===== config.mk =====
export PLATFORM = sky130hd
export DESIGN_NAME = imem_loader
export DESIGN_NICKNAME = d
export VERILOG_FILES = /design/src/rtl/imem_loader_pkg.sv /design/src/rtl/word_assembler.sv /design/src/rtl/imem_loader.sv
export SDC_FILE = /design/constraint.sdc
export NUM_CORES = 1
export LEC_CHECK = 0
export CAP_MARGIN = 10
export CORE_UTILIZATION = 27
export DETAILED_ROUTE_END_ITERATION = 7
export GPL_TIMING_DRIVEN = 0
export SYNTH_ARGS = -nofsm -noshare
export SYNTH_HDL_FRONTEND = slang
export SYNTH_HIERARCHICAL = 1
export SYNTH_SLANG_ARGS = --single-unit

===== constraint.sdc =====
create_clock -name clk -period 4.7 [get_ports clk]
set_clock_uncertainty 0.2 [all_clocks]
set_input_delay 0.705 -clock clk [delete_from_list [all_inputs] [get_ports clk]]
set_output_delay 0.705 -clock clk [all_outputs]
set_load 0.02 [all_outputs]

===== src/rtl/imem_loader_pkg.sv =====
// imem_loader_pkg
//   Shared definitions for the instruction-memory byte-stream loader:
//   FSM state encoding, frame geometry constants, default sizing
//   parameters and the header word-count legality check.
package imem_loader_pkg;

  localparam int unsigned HDR_BYTES     = 2;
  localparam int unsigned WORD_BYTES    = 4;
  localparam int unsigned CNT_W         = 8 * HDR_BYTES;
  localparam int unsigned DEF_ADDR_W    = 12;
  localparam int unsigned DEF_MAX_WORDS = 4096;

  typedef enum logic [2:0] {
    ST_IDLE   = 3'd0,
    ST_HDR_HI = 3'd1,
    ST_HDR_LO = 3'd2,
    ST_DATA   = 3'd3,
    ST_CSUM   = 3'd4,
    ST_DONE   = 3'd5,
    ST_ERR    = 3'd6
  } state_e;

  // A frame must carry at least one word and no more than the memory holds.
  function automatic logic count_legal(input logic [CNT_W-1:0] n,
                                       input int unsigned      max_words);
    return (n != '0) && (32'(n) <= max_words);
  endfunction

endpackage


===== src/rtl/word_assembler.sv =====
// word_assembler
//   Collects stream bytes MSB-first into 32-bit words.
//   Ports:
//     clk_i          clock
//     reset_i        synchronous active-high reset
//     clear_i        restart assembly at byte 0 (session start)
//     byte_valid_i   a data byte is accepted this cycle
//     byte_i         the accepted byte
//     word_o         assembled word (valid while word_valid_o is high)
//     word_valid_o   pulses on the cycle the 4th byte of a word is accepted
module word_assembler
  import imem_loader_pkg::*;
(
  input  logic        clk_i,
  input  logic        reset_i,
  input  logic        clear_i,
  input  logic        byte_valid_i,
  input  logic [7:0]  byte_i,
  output logic [31:0] word_o,
  output logic        word_valid_o
);

  localparam int unsigned BC_W = $clog2(WORD_BYTES);

  logic [BC_W-1:0] bcnt_q, bcnt_d;
  // Only the first three bytes are held; the final byte is taken straight
  // from the input so the word is available on its accept cycle.
  logic [23:0]     shift_q, shift_d;
  logic            last_byte;

  assign last_byte    = (bcnt_q == BC_W'(WORD_BYTES - 1));
  assign word_o       = {shift_q, byte_i};
  assign word_valid_o = byte_valid_i && last_byte;

  always_comb begin
    bcnt_d  = bcnt_q;
    shift_d = shift_q;
    if (clear_i) begin
      bcnt_d  = '0;
      shift_d = '0;
    end else if (byte_valid_i) begin
      shift_d = {shift_q[15:0], byte_i};
      bcnt_d  = last_byte ? '0 : bcnt_q + BC_W'(1);
    end
  end

  always_ff @(posedge clk_i) begin
    if (reset_i) begin
      bcnt_q  <= '0;
      shift_q <= '0;
    end else begin
      bcnt_q  <= bcnt_d;
      shift_q <= shift_d;
    end
  end

endmodule


===== src/rtl/imem_loader.sv =====
// imem_loader
//   Program loader upstream of instruction fetch. Accepts a framed byte
//   stream (CNT_HI, CNT_LO, 4*N big-endian data bytes, XOR checksum) over
//   valid/ready, writes words into instruction memory through its init
//   port, and holds the core in reset until a load ends with a good checksum.
//   Ports:
//     clk, reset          clock, synchronous active-high reset
//     start               one-cycle request to begin a load (IDLE/ERR only)
//     in_data/in_valid    stream byte and its valid
//     in_ready            loader accepts a byte this cycle
//     init_mode           instruction memory in load mode
//     write_enable        one-cycle word write strobe
//     init_address        word index being written
//     init_instruction    word being written
//     core_reset          holds the core in reset
//     busy                session in progress (same as init_mode)
//     done                one-cycle pulse on successful completion
//     error               sticky bad-header / bad-checksum flag
//     words_loaded        write strobes issued in this session
module imem_loader
  import imem_loader_pkg::*;
#(
  parameter int unsigned ADDR_W    = DEF_ADDR_W,
  parameter int unsigned MAX_WORDS = DEF_MAX_WORDS
) (
  input  logic              clk,
  input  logic              reset,
  input  logic              start,
  input  logic [7:0]        in_data,
  input  logic              in_valid,
  output logic              in_ready,
  output logic              init_mode,
  output logic              write_enable,
  output logic [ADDR_W-1:0] init_address,
  output logic [31:0]       init_instruction,
  output logic              core_reset,
  output logic              busy,
  output logic              done,
  output logic              error,
  output logic [ADDR_W:0]   words_loaded
);

  state_e            state_q, state_d;
  logic [CNT_W-1:0]  cnt_q, cnt_d;
  logic [7:0]        xor_q, xor_d;
  logic [ADDR_W-1:0] widx_q, widx_d;
  logic [ADDR_W:0]   wl_q, wl_d;
  logic [ADDR_W-1:0] addr_q, addr_d;
  logic [31:0]       instr_q, instr_d;
  logic              we_q, we_d;
  logic              core_reset_q, core_reset_d;
  logic              error_q, error_d;

  logic              accept;
  logic              start_ok;
  logic              last_word;
  logic [CNT_W-1:0]  n_full;
  logic [31:0]       asm_word;
  logic              asm_valid;

  assign in_ready = (state_q == ST_HDR_HI) || (state_q == ST_HDR_LO) ||
                    (state_q == ST_DATA)   || (state_q == ST_CSUM);
  assign accept   = in_valid && in_ready;
  assign start_ok = start && ((state_q == ST_IDLE) || (state_q == ST_ERR));

  // Full count as it will be once the low header byte lands.
  assign n_full    = {cnt_q[CNT_W-1:8], in_data};
  assign last_word = (32'(widx_q) == (32'(cnt_q) - 32'd1));

  word_assembler u_asm (
    .clk_i        (clk),
    .reset_i      (reset),
    .clear_i      (start_ok),
    .byte_valid_i (accept && (state_q == ST_DATA)),
    .byte_i       (in_data),
    .word_o       (asm_word),
    .word_valid_o (asm_valid)
  );

  always_comb begin
    state_d      = state_q;
    cnt_d        = cnt_q;
    xor_d        = xor_q;
    widx_d       = widx_q;
    wl_d         = wl_q;
    addr_d       = addr_q;
    instr_d      = instr_q;
    we_d         = 1'b0;
    core_reset_d = core_reset_q;
    error_d      = error_q;

    unique case (state_q)
      ST_IDLE, ST_ERR: begin
        if (start) begin
          state_d      = ST_HDR_HI;
          xor_d        = '0;
          widx_d       = '0;
          wl_d         = '0;
          error_d      = 1'b0;
          core_reset_d = 1'b1;
        end
      end
      ST_HDR_HI: begin
        if (accept) begin
          cnt_d   = {in_data, cnt_q[7:0]};
          xor_d   = xor_q ^ in_data;
          state_d = ST_HDR_LO;
        end
      end
      ST_HDR_LO: begin
        if (accept) begin
          cnt_d = n_full;
          xor_d = xor_q ^ in_data;
          if (count_legal(n_full, MAX_WORDS)) begin
            state_d = ST_DATA;
          end else begin
            state_d = ST_ERR;
            error_d = 1'b1;
          end
        end
      end
      ST_DATA: begin
        if (accept) begin
          xor_d = xor_q ^ in_data;
          if (asm_valid) begin
            addr_d  = widx_q;
            instr_d = asm_word;
            we_d    = 1'b1;
            wl_d    = wl_q + (ADDR_W+1)'(1);
            widx_d  = widx_q + ADDR_W'(1);
            if (last_word) begin
              state_d = ST_CSUM;
            end
          end
        end
      end
      ST_CSUM: begin
        if (accept) begin
          if (in_data == xor_q) begin
            state_d = ST_DONE;
          end else begin
            state_d = ST_ERR;
            error_d = 1'b1;
          end
        end
      end
      ST_DONE: begin
        state_d      = ST_IDLE;
        core_reset_d = 1'b0;
      end
      default: begin
        state_d = ST_IDLE;
      end
    endcase
  end

  always_ff @(posedge clk) begin
    if (reset) begin
      state_q      <= ST_IDLE;
      cnt_q        <= '0;
      xor_q        <= '0;
      widx_q       <= '0;
      wl_q         <= '0;
      addr_q       <= '0;
      instr_q      <= '0;
      we_q         <= 1'b0;
      core_reset_q <= 1'b1;
      error_q      <= 1'b0;
    end else begin
      state_q      <= state_d;
      cnt_q        <= cnt_d;
      xor_q        <= xor_d;
      widx_q       <= widx_d;
      wl_q         <= wl_d;
      addr_q       <= addr_d;
      instr_q      <= instr_d;
      we_q         <= we_d;
      core_reset_q <= core_reset_d;
      error_q      <= error_d;
    end
  end

  assign init_mode        = (state_q != ST_IDLE) && (state_q != ST_ERR);
  assign busy             = init_mode;
  assign done             = (state_q == ST_DONE);
  assign write_enable     = we_q;
  assign init_address     = addr_q;
  assign init_instruction = instr_q;
  assign core_reset       = core_reset_q;
  assign error            = error_q;
  assign words_loaded     = wl_q;

endmodule


Word-level counts from Yosys, hierarchy flattened
Index checks and enable logic that the tools add are counted.
{"block": "op_classes", "n_addsub": 4, "n_lt_le_gt_ge": 1, "n_eq_ne": 20, "mux": 34, "bitwise": 5, "n_reduce_logical": 29}
{"operator": "$mux W13", "count": 3}
{"operator": "$mux W12", "count": 3}
{"operator": "$eq A12 B32 Y1", "count": 1}
{"operator": "$pmux W16 S2", "count": 1}
{"operator": "$pmux W13 S2", "count": 1}
{"operator": "$mux W3", "count": 8}
{"operator": "$mux W8", "count": 3}
{"operator": "$pmux W12 S2", "count": 1}
{"operator": "$ne A2 B2 Y1 const B", "count": 9}
{"operator": "$sub A16 B1 Y17 const B", "count": 1}
{"operator": "$le A16 B13 Y1 const B", "count": 1}
{"operator": "$mux W16", "count": 1}
{"operator": "$pmux W8 S2", "count": 1}
{"operator": "$reduce_bool A16 Y1", "count": 1}
{"operator": "$pmux W3 S5", "count": 1}
{"operator": "$add A13 B1 Y13 const B", "count": 1}
{"operator": "$add A12 B1 Y12 const B", "count": 1}
{"operator": "$reduce_and A3 Y1", "count": 4}
{"operator": "$eq A3 B3 Y1 const B", "count": 3}
{"operator": "$eq A8 B8 Y1", "count": 1}
{"operator": "$xor A8 B8 Y8", "count": 1}
{"operator": "$mux W1", "count": 7}
{"operator": "$reduce_and A7 Y1", "count": 1}
{"operator": "$eq A3 B2 Y1 const B", "count": 2}
{"operator": "other kinds (19)", "count": 36}
{"block": "word_totals", "regBits": 125, "elab_cells": 106}

Logic depth before layout (Yosys ltp)
{"block": "depth", "word_depth": 10, "ltp_mapped": 12}

Modules after synthesis
The synthesis kept the hierarchy.
{"mod": "imem_loader", "n_inst": 1, "cells_per_inst": 562, "area_per_inst_um2": 4576.9, "seq_area_each_um2": 1981.9}
{"mod": "word_assembler", "n_inst": 1, "cells_per_inst": 96, "area_per_inst_um2": 1011.0, "seq_area_each_um2": 520.5}

Worst setup path after synthesis
OpenSTA, ideal clock, no wires.
{"block": "synth_path", "path_type": "input to register", "from": "input in_valid", "to": "register widx_q[8]", "setup_ps": 70, "t_arrival_ps": 2731, "t_required_ps": 4430, "path_slack_ps": 1699, "path_stages": 10, "n_path_buf": 3, "path_cell_list": "and4b_1 -> clkbuf_1 -> buf_6 -> buf_4 -> and2_1 -> a32o_1 -> nand2_1 -> or3_1 -> or3_1 -> a21oi_1"}
{"block": "synth_between", "elab_chain_cells": 5}
{"element": "start, declared", "line_no": "imem_loader.sv:30", "rtl": "input logic in_valid,"}
{"element": "$logic_and A1 B1 Y1", "line_no": "imem_loader.sv:63", "rtl": "assign accept = in_valid && in_ready;"}
{"element": "$logic_and A1 B1 Y1", "line_no": "imem_loader.sv:74", "rtl": ".byte_valid_i (accept && (state_q == ST_DATA)),"}
{"element": "$logic_and A1 B1 Y1", "line_no": "word_assembler.sv:33", "rtl": "assign word_valid_o = byte_valid_i && last_byte;"}
{"element": "via asm_valid", "line_no": "imem_loader.sv:59", "rtl": "logic asm_valid;"}
{"element": "$ne A2 B2 Y1 (no source line)"}
{"element": "$reduce_and A4 Y1 (no source line)"}
{"element": "end signal, assigned", "line_no": "imem_loader.sv:173", "rtl": "widx_q <= widx_d;"}
{"element": "end, declared", "line_no": "imem_loader.sv:46", "rtl": "logic [ADDR_W-1:0] widx_q, widx_d;"}
The timed path passes the listed nets, and every way through them passes these cells.
A chain may end at the register's enable or synchronous reset.

Final worst setup path
Same ends and word-level chain as after synthesis.

==> qor.yml <==
finalWirelength_um: 14520
num_rows: 52
antennaDiodeCount: 0
grt_first_pass_wirelength_um: 23440
min_period_over_period: 0.8183
ys_seq_area_frac: 0.4478
hp-class: "reg -> reg"
drtIter0Drc: 198
boundaryPins: 76
critPathTopFamily: "simple AND/OR/NAND/NOR gates"
grt.total_usage: 0.1405
end_kind: "register"
power_density_mw_per_mm2: 442.9
gp_congestion: 0.8191
clk_path_buf_depth: 2
clock-sinks: 125
max_freq_mhz: 260.0
syn-cell-area_sq_mm: 0.005588
max_slew_margin: 0.2027
yosys.area.top_type: "dfxtp_1"
dpl.hpwl_um: 10350
dieWidth_um: 145.9
clk_latency_ns: 0.43
crit_required_ns: 4.86
max_stage_delay_ns: 0.64
setup_tns_ns: 0
synth_edf_count: 0
portBuffers: 75
setup_violations: 0
grt_max_degree: 17
avgSynthCellArea_sq_um: 8.492
path_cells: "clkdlybuf4s50_1, and4b_1, clkbuf_1, buf_6, buf_4, and2_1, a32o_1, nand2_1, or3_1, or3_1, a21oi_1"
antenna_left: 0
post-route-drc-count: 0
initial_core_util: 0.2762
fin_crit_ns: 3.846
viasPerCell: 4.654
arrival_ns: 4.00
num_vias: 4817
cts_resized: 0
cts_tree: "yes"
die_area_sq_mm: 0.02128
synth.top_cell.area_share: 0.4478
p_leak_uw: 0.002537
synthToLayoutAreaGrowth_pct: 30.41
status: "complete, no violations"
core_sq_mm: 0.02023
crit_path_frequent_cell: "or3_1"
drive_gt1_frac: 0.07974
synth_fp_nets: 674
final_cell_mix: "125 x dfxtp_1, 114 x nand2_1, 86 x nor2_1"
ys_ff_latch: 125
h-tree-depth: 4
root_buffer: "clkbuf_16"
final_core_util: 0.3601
maxSlewViolCount: 0
postCtsSetupBuffers: 0
firstDrtPassIters: 4
synth_ff_type: "dfxtp_1"
max_cap_violations: 0
start_kind: "input pin"
antenna_found_initial: 0
hold_viol_final: 0
clkTransAtPathRegs_ns: 0.06
vdd_drop_max_mv: 0.2635
syn_inst: 658
cpMaxStageDelayCell: "clkdlybuf4s50_1"
setup.worst_path.class: "in -> reg"
grt_pass1_vias: 4410
ys_warn_count: 6
synth.distinct_cells: 58
tightest_slew_ns: 1.186
dieHeight_um: 145.9
post_drt_wl_per_cell_um: 14.03
cp_num_buf_inv: 4
synth.area.top_cells: "dfxtp_1 45%, mux2i_1 8.4%, nand2_1 7.7%"
synthArstFlopShare: 0
overflow: 0
crit_fanout: 10
nNetsFinal: 768
cts_made_buffers: 17
rsz0062_at_grt: "false"
postCtsHoldBufs: 0
final_common_cell: "dfxtp_1"
## layer usage
| metal | wire length (um) | up-vias | track usage |
|---|---|---|---|
| li1 | - | 2436 | - |
| met1 | 7243 | 2259 | 0.1859 |
| met2 | 6410 | 102 | 0.2175 |
| met3 | 626 | 20 | 0.04075 |
| met4 | 238 | 0 | 0.04789 |
| met5 | 0 | - | 0 |
## cell families (layout without fill, tap and decap cells)
family,Yosys count,after routing,synth area share
xor gates and xnor gates,42,42,0.06583
and+or+nand+nor,276,276,0.2244
AOI/OAI and AO/OA,103,103,0.1091
muxes,47,47,0.08419
DFF,125,125,0.4478
adders and majority gates,4,4,0.008957
buffers and inverters,61,168,0.05978
## cell usage after synthesis, types with 9 or more instances
| cell type | number |
|---|---|
| or3_1 | 9 |
| xor2_1 | 24 |
| xnor2_1 | 18 |
| inv_1 | 9 |
| mux2i_1 | 47 |
| dfxtp_1 | 125 |
| nor2_1 | 86 |
| nand3_1 | 9 |
| nand2_1 | 114 |
| nor3_1 | 11 |
| clkbuf_1 | 23 |
| a21oi_1 | 63 |
| buf_4 | 12 |
## area by class of cell
type | count | area (sq um)
multi-input combinational | 472 | 2751
tap | 270 | 337.8
clock inverter | 14 | 181.4
clock buffer | 18 | 429.2
fill | 2102 | 12950
timing repair buffer | 75 | 750.7
sequential | 125 | 2502
buffer | 50 | 290.3
inverter | 11 | 43.79
## worst paths after layout
path | slack [ns] | start | endpoint | cells past startpoint
max | 0.85 | in_valid | widx_q[8] | 11
min | 0.25 | error | error | 2
max reg2reg | 1.37 | state_q[1] | widx_q[8] | 11
min reg2reg | 0.25 | error | error | 2
## state kept, by name, summed over array words and instances, names as in the netlist, 2 cells and up
signal and cells:
words_loaded 13, init_instruction 32, u_asm/bcnt_q 2, xor_q 8, init_address 12, cnt_q 16
u_asm/shift_q 24, widx_q 12, state_q 3
## worst min-delay path, delay by kind of cell, from the launching register on
family / cells / cell delay (ns)
AO/OA/AOI/OAI: 1 / 0.05
buffers and inverters: 1 / 0.05
flip-flops: 1 / 0.31
## per-stage QoR
step | power, uW | cells | instance area (sq um) | worst slack [ns] | hold WS, ns
floorplan | 1683 | 658 | 5588 | 1.699 | 0.2312
global placement | 1875 | 1003 | 6676 | 0.4284 | 0.2333
detailed placement | 1881 | 1003 | 6676 | 0.3948 | 0.2430
CTS | 3261 | 1035 | 7287 | 0.8428 | 0.2502
global route | 3383 | 1035 | 7287 | 0.6487 | 0.2735
finish | 3228 | 1035 | 7287 | 0.8540 | 0.2454
## power by group
part | internal [uW] | switching, uW
Combinational | 308 | 396
Clock | 847 | 525
Sequential | 1110 | 45.7
Total | 2260 | 967
Note: power is estimated with default switching activity, not from simulation.
